**src/rtl/shift_seq_ctrl.sv**
```systemverilog
// ----------------------------------------------------------------------------
// shift_seq_ctrl
//
// Command sequencer for an 8-bit multi-mode shift register. A command is taken
// on a cmd_valid/cmd_ready handshake and expands into an optional parallel load
// followed by cmd_count repetitions of a shift op, or a single clear/load. The
// register value after the command is returned on the rsp_valid/rsp_ready
// channel. The register has no idle code, so "hold" is expressed as a load of
// its own output (sr_ctrl=001, sr_data_in=sr_data_out).
//
// Optional build macro: SHIFT_SEQ_ABORT_EN
//   Adds input abort and output rsp_aborted. An abort in LOAD or SHIFT holds
//   the register that cycle and completes the command early with the partial
//   value, flagged on rsp_aborted.
//
// Ports:
//   clk, rst          clock, synchronous active-high reset
//   cmd_valid/ready   command handshake
//   cmd_op            000 clr, 001 load, 010 lsr, 011 lsl, 100 asr,
//                     101 serial-in-left, 110 ror, 111 rol
//   cmd_load          shift ops: parallel-load cmd_data before shifting
//   cmd_data          parallel value for load / clear-load
//   cmd_ser           serial source for op 101, consumed MSB-first
//   cmd_count         number of shift cycles (shift ops only)
//   rsp_valid/ready   response handshake
//   rsp_data          register value after the command
//   sr_ctrl           to shift register ctrl
//   sr_data_in        to shift register data_in
//   sr_serial_in      to shift register serial_in
//   sr_data_out       from shift register data_out
// ----------------------------------------------------------------------------
module shift_seq_ctrl #(
   parameter int CNT_W = 4
) (
   input  logic             clk,
   input  logic             rst,
   input  logic             cmd_valid,
   output logic             cmd_ready,
   input  logic [2:0]       cmd_op,
   input  logic             cmd_load,
   input  logic [7:0]       cmd_data,
   input  logic [7:0]       cmd_ser,
   input  logic [CNT_W-1:0] cmd_count,
`ifdef SHIFT_SEQ_ABORT_EN
   input  logic             abort,
   output logic             rsp_aborted,
`endif
   output logic             rsp_valid,
   input  logic             rsp_ready,
   output logic [7:0]       rsp_data,
   output logic [2:0]       sr_ctrl,
   output logic [7:0]       sr_data_in,
   output logic             sr_serial_in,
   input  logic [7:0]       sr_data_out
);

   localparam logic [1:0] S_IDLE  = 2'd0;
   localparam logic [1:0] S_LOAD  = 2'd1;
   localparam logic [1:0] S_SHIFT = 2'd2;
   localparam logic [1:0] S_DONE  = 2'd3;

   localparam logic [2:0] OP_LOAD   = 3'b001;
   localparam logic [2:0] OP_SERIAL = 3'b101;

   localparam logic [CNT_W-1:0] CNT_ZERO = {CNT_W{1'b0}};
   localparam logic [CNT_W-1:0] CNT_ONE  = {{(CNT_W-1){1'b0}}, 1'b1};

   logic [1:0]       r_state;
   logic [1:0]       w_state_nxt;
   logic [2:0]       r_op;
   logic [7:0]       r_data;
   logic [7:0]       r_ser;
   logic [CNT_W-1:0] r_cnt;
   logic [2:0]       r_idx;
   logic             w_accept;
   logic             w_is_shift;
   logic             w_cmd_is_shift;
   logic             w_abort;

   assign cmd_ready      = (~rst) & (r_state == S_IDLE);
   assign w_accept       = cmd_valid & cmd_ready;
   // ops 000 and 001 are the only non-shift encodings
   assign w_is_shift     = (r_op[2:1] != 2'b00);
   assign w_cmd_is_shift = (cmd_op[2:1] != 2'b00);

   assign rsp_valid = (~rst) & (r_state == S_DONE);
   assign rsp_data  = sr_data_out;

`ifdef SHIFT_SEQ_ABORT_EN
   logic r_aborted;

   assign w_abort     = abort & ((r_state == S_LOAD) | (r_state == S_SHIFT));
   assign rsp_aborted = rsp_valid & r_aborted;

   // Abort flag: cleared by a new command, set when a command is cut short
   always_ff @(posedge clk) begin
      if (rst) begin
         r_aborted <= 1'b0;
      end else if (w_accept) begin
         r_aborted <= 1'b0;
      end else if (w_abort) begin
         r_aborted <= 1'b1;
      end else begin
         r_aborted <= r_aborted;
      end
   end
`else
   assign w_abort = 1'b0;
`endif

   // Next-state decode
   always_comb begin
      w_state_nxt = r_state;
      case (r_state)
         S_IDLE: begin
            if (w_accept) begin
               if (!w_cmd_is_shift || cmd_load) begin
                  w_state_nxt = S_LOAD;
               end else if (cmd_count != CNT_ZERO) begin
                  w_state_nxt = S_SHIFT;
               end else begin
                  w_state_nxt = S_DONE;
               end
            end else begin
               w_state_nxt = S_IDLE;
            end
         end
         S_LOAD: begin
            if (w_abort) begin
               w_state_nxt = S_DONE;
            end else if (w_is_shift && (r_cnt != CNT_ZERO)) begin
               w_state_nxt = S_SHIFT;
            end else begin
               w_state_nxt = S_DONE;
            end
         end
         S_SHIFT: begin
            // r_cnt holds the shifts still to do, including this one
            if (w_abort || (r_cnt == CNT_ONE)) begin
               w_state_nxt = S_DONE;
            end else begin
               w_state_nxt = S_SHIFT;
            end
         end
         S_DONE: begin
            if (rsp_ready) begin
               w_state_nxt = S_IDLE;
            end else begin
               w_state_nxt = S_DONE;
            end
         end
         default: begin
            w_state_nxt = S_IDLE;
         end
      endcase
   end

   // State, command latch and shift counters
   always_ff @(posedge clk) begin
      if (rst) begin
         r_state <= S_IDLE;
         r_op    <= 3'b000;
         r_data  <= 8'h00;
         r_ser   <= 8'h00;
         r_cnt   <= CNT_ZERO;
         r_idx   <= 3'd0;
      end else begin
         r_state <= w_state_nxt;
         case (r_state)
            S_IDLE: begin
               if (w_accept) begin
                  r_op   <= cmd_op;
                  r_data <= cmd_data;
                  r_ser  <= cmd_ser;
                  r_cnt  <= cmd_count;
                  r_idx  <= 3'd0;
               end
            end
            S_SHIFT: begin
               if (!w_abort) begin
                  r_cnt <= r_cnt - CNT_ONE;
                  // 3-bit index wraps naturally for serial counts above 8
                  r_idx <= r_idx + 3'd1;
               end
            end
            default: begin
               r_cnt <= r_cnt;
            end
         endcase
      end
   end

   // Shift register drive: hold unless loading or shifting
   always_comb begin
      sr_ctrl      = OP_LOAD;
      sr_data_in   = sr_data_out;
      sr_serial_in = 1'b0;
      if (rst || w_abort) begin
         sr_ctrl    = OP_LOAD;
         sr_data_in = sr_data_out;
      end else begin
         case (r_state)
            S_LOAD: begin
               // shift ops pre-load with a plain load; clr/load use their own code
               if (w_is_shift) begin
                  sr_ctrl = OP_LOAD;
               end else begin
                  sr_ctrl = r_op;
               end
               sr_data_in = r_data;
            end
            S_SHIFT: begin
               sr_ctrl = r_op;
               if (r_op == OP_SERIAL) begin
                  sr_serial_in = r_ser[3'd7 - r_idx];
               end else begin
                  sr_serial_in = 1'b0;
               end
            end
            default: begin
               sr_ctrl    = OP_LOAD;
               sr_data_in = sr_data_out;
            end
         endcase
      end
   end

endmodule

```
**config.mk**
```make
export PLATFORM = sky130hd
export DESIGN_NAME = shift_seq_ctrl
export DESIGN_NICKNAME = d
export VERILOG_FILES = /design/src/rtl/shift_seq_ctrl.sv
export SDC_FILE = /design/constraint.sdc
export NUM_CORES = 1
export LEC_CHECK = 0
export CORE_MARGIN = 2
export CORE_UTILIZATION = 40
export DETAILED_ROUTE_END_ITERATION = 6
export PLACE_DENSITY_LB_ADDON = 0.05
export SYNTH_ARGS = -nofsm -noshare
export SYNTH_HDL_FRONTEND = slang
export SYNTH_SLANG_ARGS = --single-unit
export TNS_END_PERCENT = 10
```
**constraint.sdc**
```tcl
create_clock -name clk -period 1.4 [get_ports clk]
set_input_delay 0.28 -clock clk [delete_from_list [all_inputs] [get_ports clk]]
set_output_delay 0.28 -clock clk [all_outputs]
set_load 0.005 [all_outputs]
```
==> impl_metrics.ini <==
[power_and_ir_drop]
power_density_nw_per_um2 = 1530
seq_power_share = 0.289
peakVddDrop_mv = 1.15
total_power_mw = 4.06
p_sw_mw = 1.43
power_leakage_nw = 1.17
p_clk_frac = 0.159
p_int_mw = 2.62
netSwitchingFraction = 0.353
p_comb_frac = 0.552

[place]
place_ws_ns = -0.702
port_buffers = 57
place.detailed.hpwl_um = 2960
routabilityCongestion = 0.754

[critical_path]
start_kind = flip-flop
cpPeakStageDelay_ns = 0.51
r2r-start = r_state[0]
r2r_slack_ns = -0.16
path_depth = 4
r2r_end = r_cnt[0]
cp_num_buf_inv = 1
worst-setup-path-type = reg2out
rr_worst_depth = 8
crit_family = multiplexers
crit_fanout = 2
critPathRequiredTime_ns = 1.12
cp-startpoint = r_idx[0]
critical_path.endpoint_type = output pin
arrival_ns = 1.52
critPathSlowestCell = mux4_2
path_cells = mux4_2 -> mux2i_2 -> nor4_1 -> buf_2
crit_end = sr_serial_in

[run]
drv_cap = 0

[detailed_routing]
wl_per_cell_um = 13.2
wl_um = 4160
final_antenna_net_count = 0
dr.first_iter.drc_count = 89
routed_via_density = 4.98
dr.pass1.iters = 4
drc_errors = 0
via_count = 1563

[floorplan]
dieArea_um2 = 4520
initial_core_util = 0.427
core_um2 = 3740
die_h_um = 67.2
dieWidth_um = 67.2
pin_count = 58
num_rows = 22

[min_path]
min_path_type = reg2reg

[synthesis]
ys_seq_elements = 28
seq_area_frac_synth = 0.351
ys_types = 35
synth_edf_count = 0
syn_inst = 189
ys_async_sr_fraction = 0
syn_area_um2 = 1600
yosysWarningCount = 0
synth_ff_type = dfxtp_1
syn-num-nets = 234
syn_area_per_cell_um2 = 8.46

[cts]
ctsHtreeMaxLevel = 1
clockBufferDepth = 2
clock_sinks = 28
numCtsBuffers = 3
clkLatencyLatePin_ns = 0.28
cts_tree = yes
clkTransAtPathRegs_ns = 0.10
cts_hold_buf = 0
root_buffer = clkbuf_8

[timing]
slew_violations = 0
finalHoldViolations = 0
worst_slack_ns = -0.399
tns_ns = -5.04
max_freq_ghz = 0.556
finClkSkew_ns = 0.00479
relSlewSlack = 0.772
finalSetupViolations = 22
fin_crit_ns = 1.80
worst_pin_slew_ns = 0.339
rsz0062_at_grt = yes
min_period_over_period = 1.28

[final_layout]
antenna_cells = 0
fin_util = 0.708
nets = 312
drive_above_1_share = 0.320
area_growth_pct = 65.7

[grt]
grt_overflow = 0
grt_max_degree = 18
track_usage = 0.205
grt_busiest_layer = met2
grt_pass1_wl_um = 7180
grt_pass1_vias = 1597
antenna_found_initial = 0
grt_use_met3 = 0.0283
use_met1 = 0.256
met2_usage = 0.369

[outcome]
violations = setup timing
status = finished, violations left
logic make-up after synthesis:
logic type,share of synthesized area
simple gates,0.290
compound gates,0.113
buf+inv,0.0790
fa+ha+maj,0.0704
mux,0.0970
flops,0.351
flip-flops by register name (all words and copies together) (netlist names):
signal   count
r_idx        3
r_cnt        4
r_state      2
r_data       8
r_op         3
r_ser        8
synth_stat cells, drive strengths merged (2+ instances only):
cell	number	area share
a221oi	2	0.015
nor2	6	0.014
nand2b	3	0.012
mux2i	2	0.013
nor3b	2	0.0094
nor4	3	0.012
clkbuf	4	0.0094
mux2	8	0.056
ha	9	0.070
a21oi	6	0.019
buf	13	0.053
o21ai	12	0.040
nand2	41	0.096
and3	2	0.0078
nor2b	8	0.031
inv	7	0.016
a211oi	2	0.0094
nand3b	20	0.096
mux4	2	0.028
dfxtp	28	0.35
stage by stage:
step	hold WS (ns)	instance area, um2	std cells
5_1_grt	0.506	2650	314
4_1_cts	0.484	2620	314
3_5_place_dp	0.463	2370	307
6_report	0.478	2650	314
2_1_floorplan	0.379	1610	189
3_3_place_gp	0.456	2370	307
cell usage in the layout, fill, tap and decap left out, types with 2 or more instances in the layout:
cell,n
a221oi_2,2
dfxtp_1,24
nand2b_1,2
a21oi_1,5
and3_4,2
inv_1,4
buf_6,16
dfxtp_2,3
clkbuf_2,2
inv_4,2
nor4_1,3
nor2b_1,6
a211oi_1,2
nand2_1,41
o21ai_1,6
ha_4,4
clkbuf_8,3
nand3b_1,19
mux4_2,2
buf_4,25
mux2_4,8
ha_1,5
clkdlybuf4s50_1,34
nor2_1,6
dlygate4sd2_1,10
buf_12,2
o21ai_0,5
power by group through the flow:
stage	Sequential (mW)	Clock [mW]	Combinational [mW]
2_1_floorplan	1.12	0	0.972
3_3_place_gp	1.14	0	1.73
3_5_place_dp	1.15	0	1.77
4_1_cts	1.16	0.664	2.14
5_1_grt	1.20	0.697	2.43
6_report	1.17	0.645	2.24
final cells by class:
class | count | area (um2)
sequential | 28 | 568
tap | 48 | 60.1
clock buffer | 3 | 41.3
timing repair buffer | 90 | 851
multi-input combinational | 137 | 1060
clock inverter | 1 | 30.0
inverter | 7 | 36.3
fill | 298 | 1090
layer usage:
metal | share of wire | routed length [um]
met5 | 0 | 0
met4 | 0.011 | 44
met3 | 0.054 | 226
met2 | 0.48 | 2010
met1 | 0.45 | 1880
worst register-to-register path, delay by kind of cell (launching register included):
kind                       cells  cell delay [ns]
AOI/OAI and AO/OA              3             0.60
adders and majority gates      1             0.16
buffers and inverters          4             0.35
DFF                            1             0.38
repair_timing:
item	CTS	global route
gates resized for setup	105	15
endpoints found under the setup margin	50	31
pin swaps	6	5
gates cloned	0	0
buffers inserted	3	0
worst min path at each step:
stage                            from         to  slack [ns]  cells after the start
final                        r_ser[5]   r_ser[5]        0.48                      2
after global routing        r_data[2]  r_data[2]        0.51                      2
after CTS                   r_data[6]  r_data[6]        0.48                      2
after detailed placement    r_data[6]  r_data[6]        0.46                      2
after global placement      r_data[4]  r_data[4]        0.46                      2
after floorplan           cmd_data[0]  r_data[0]        0.38                      2
No activity file was read; power rests on OpenSTA's default activity.
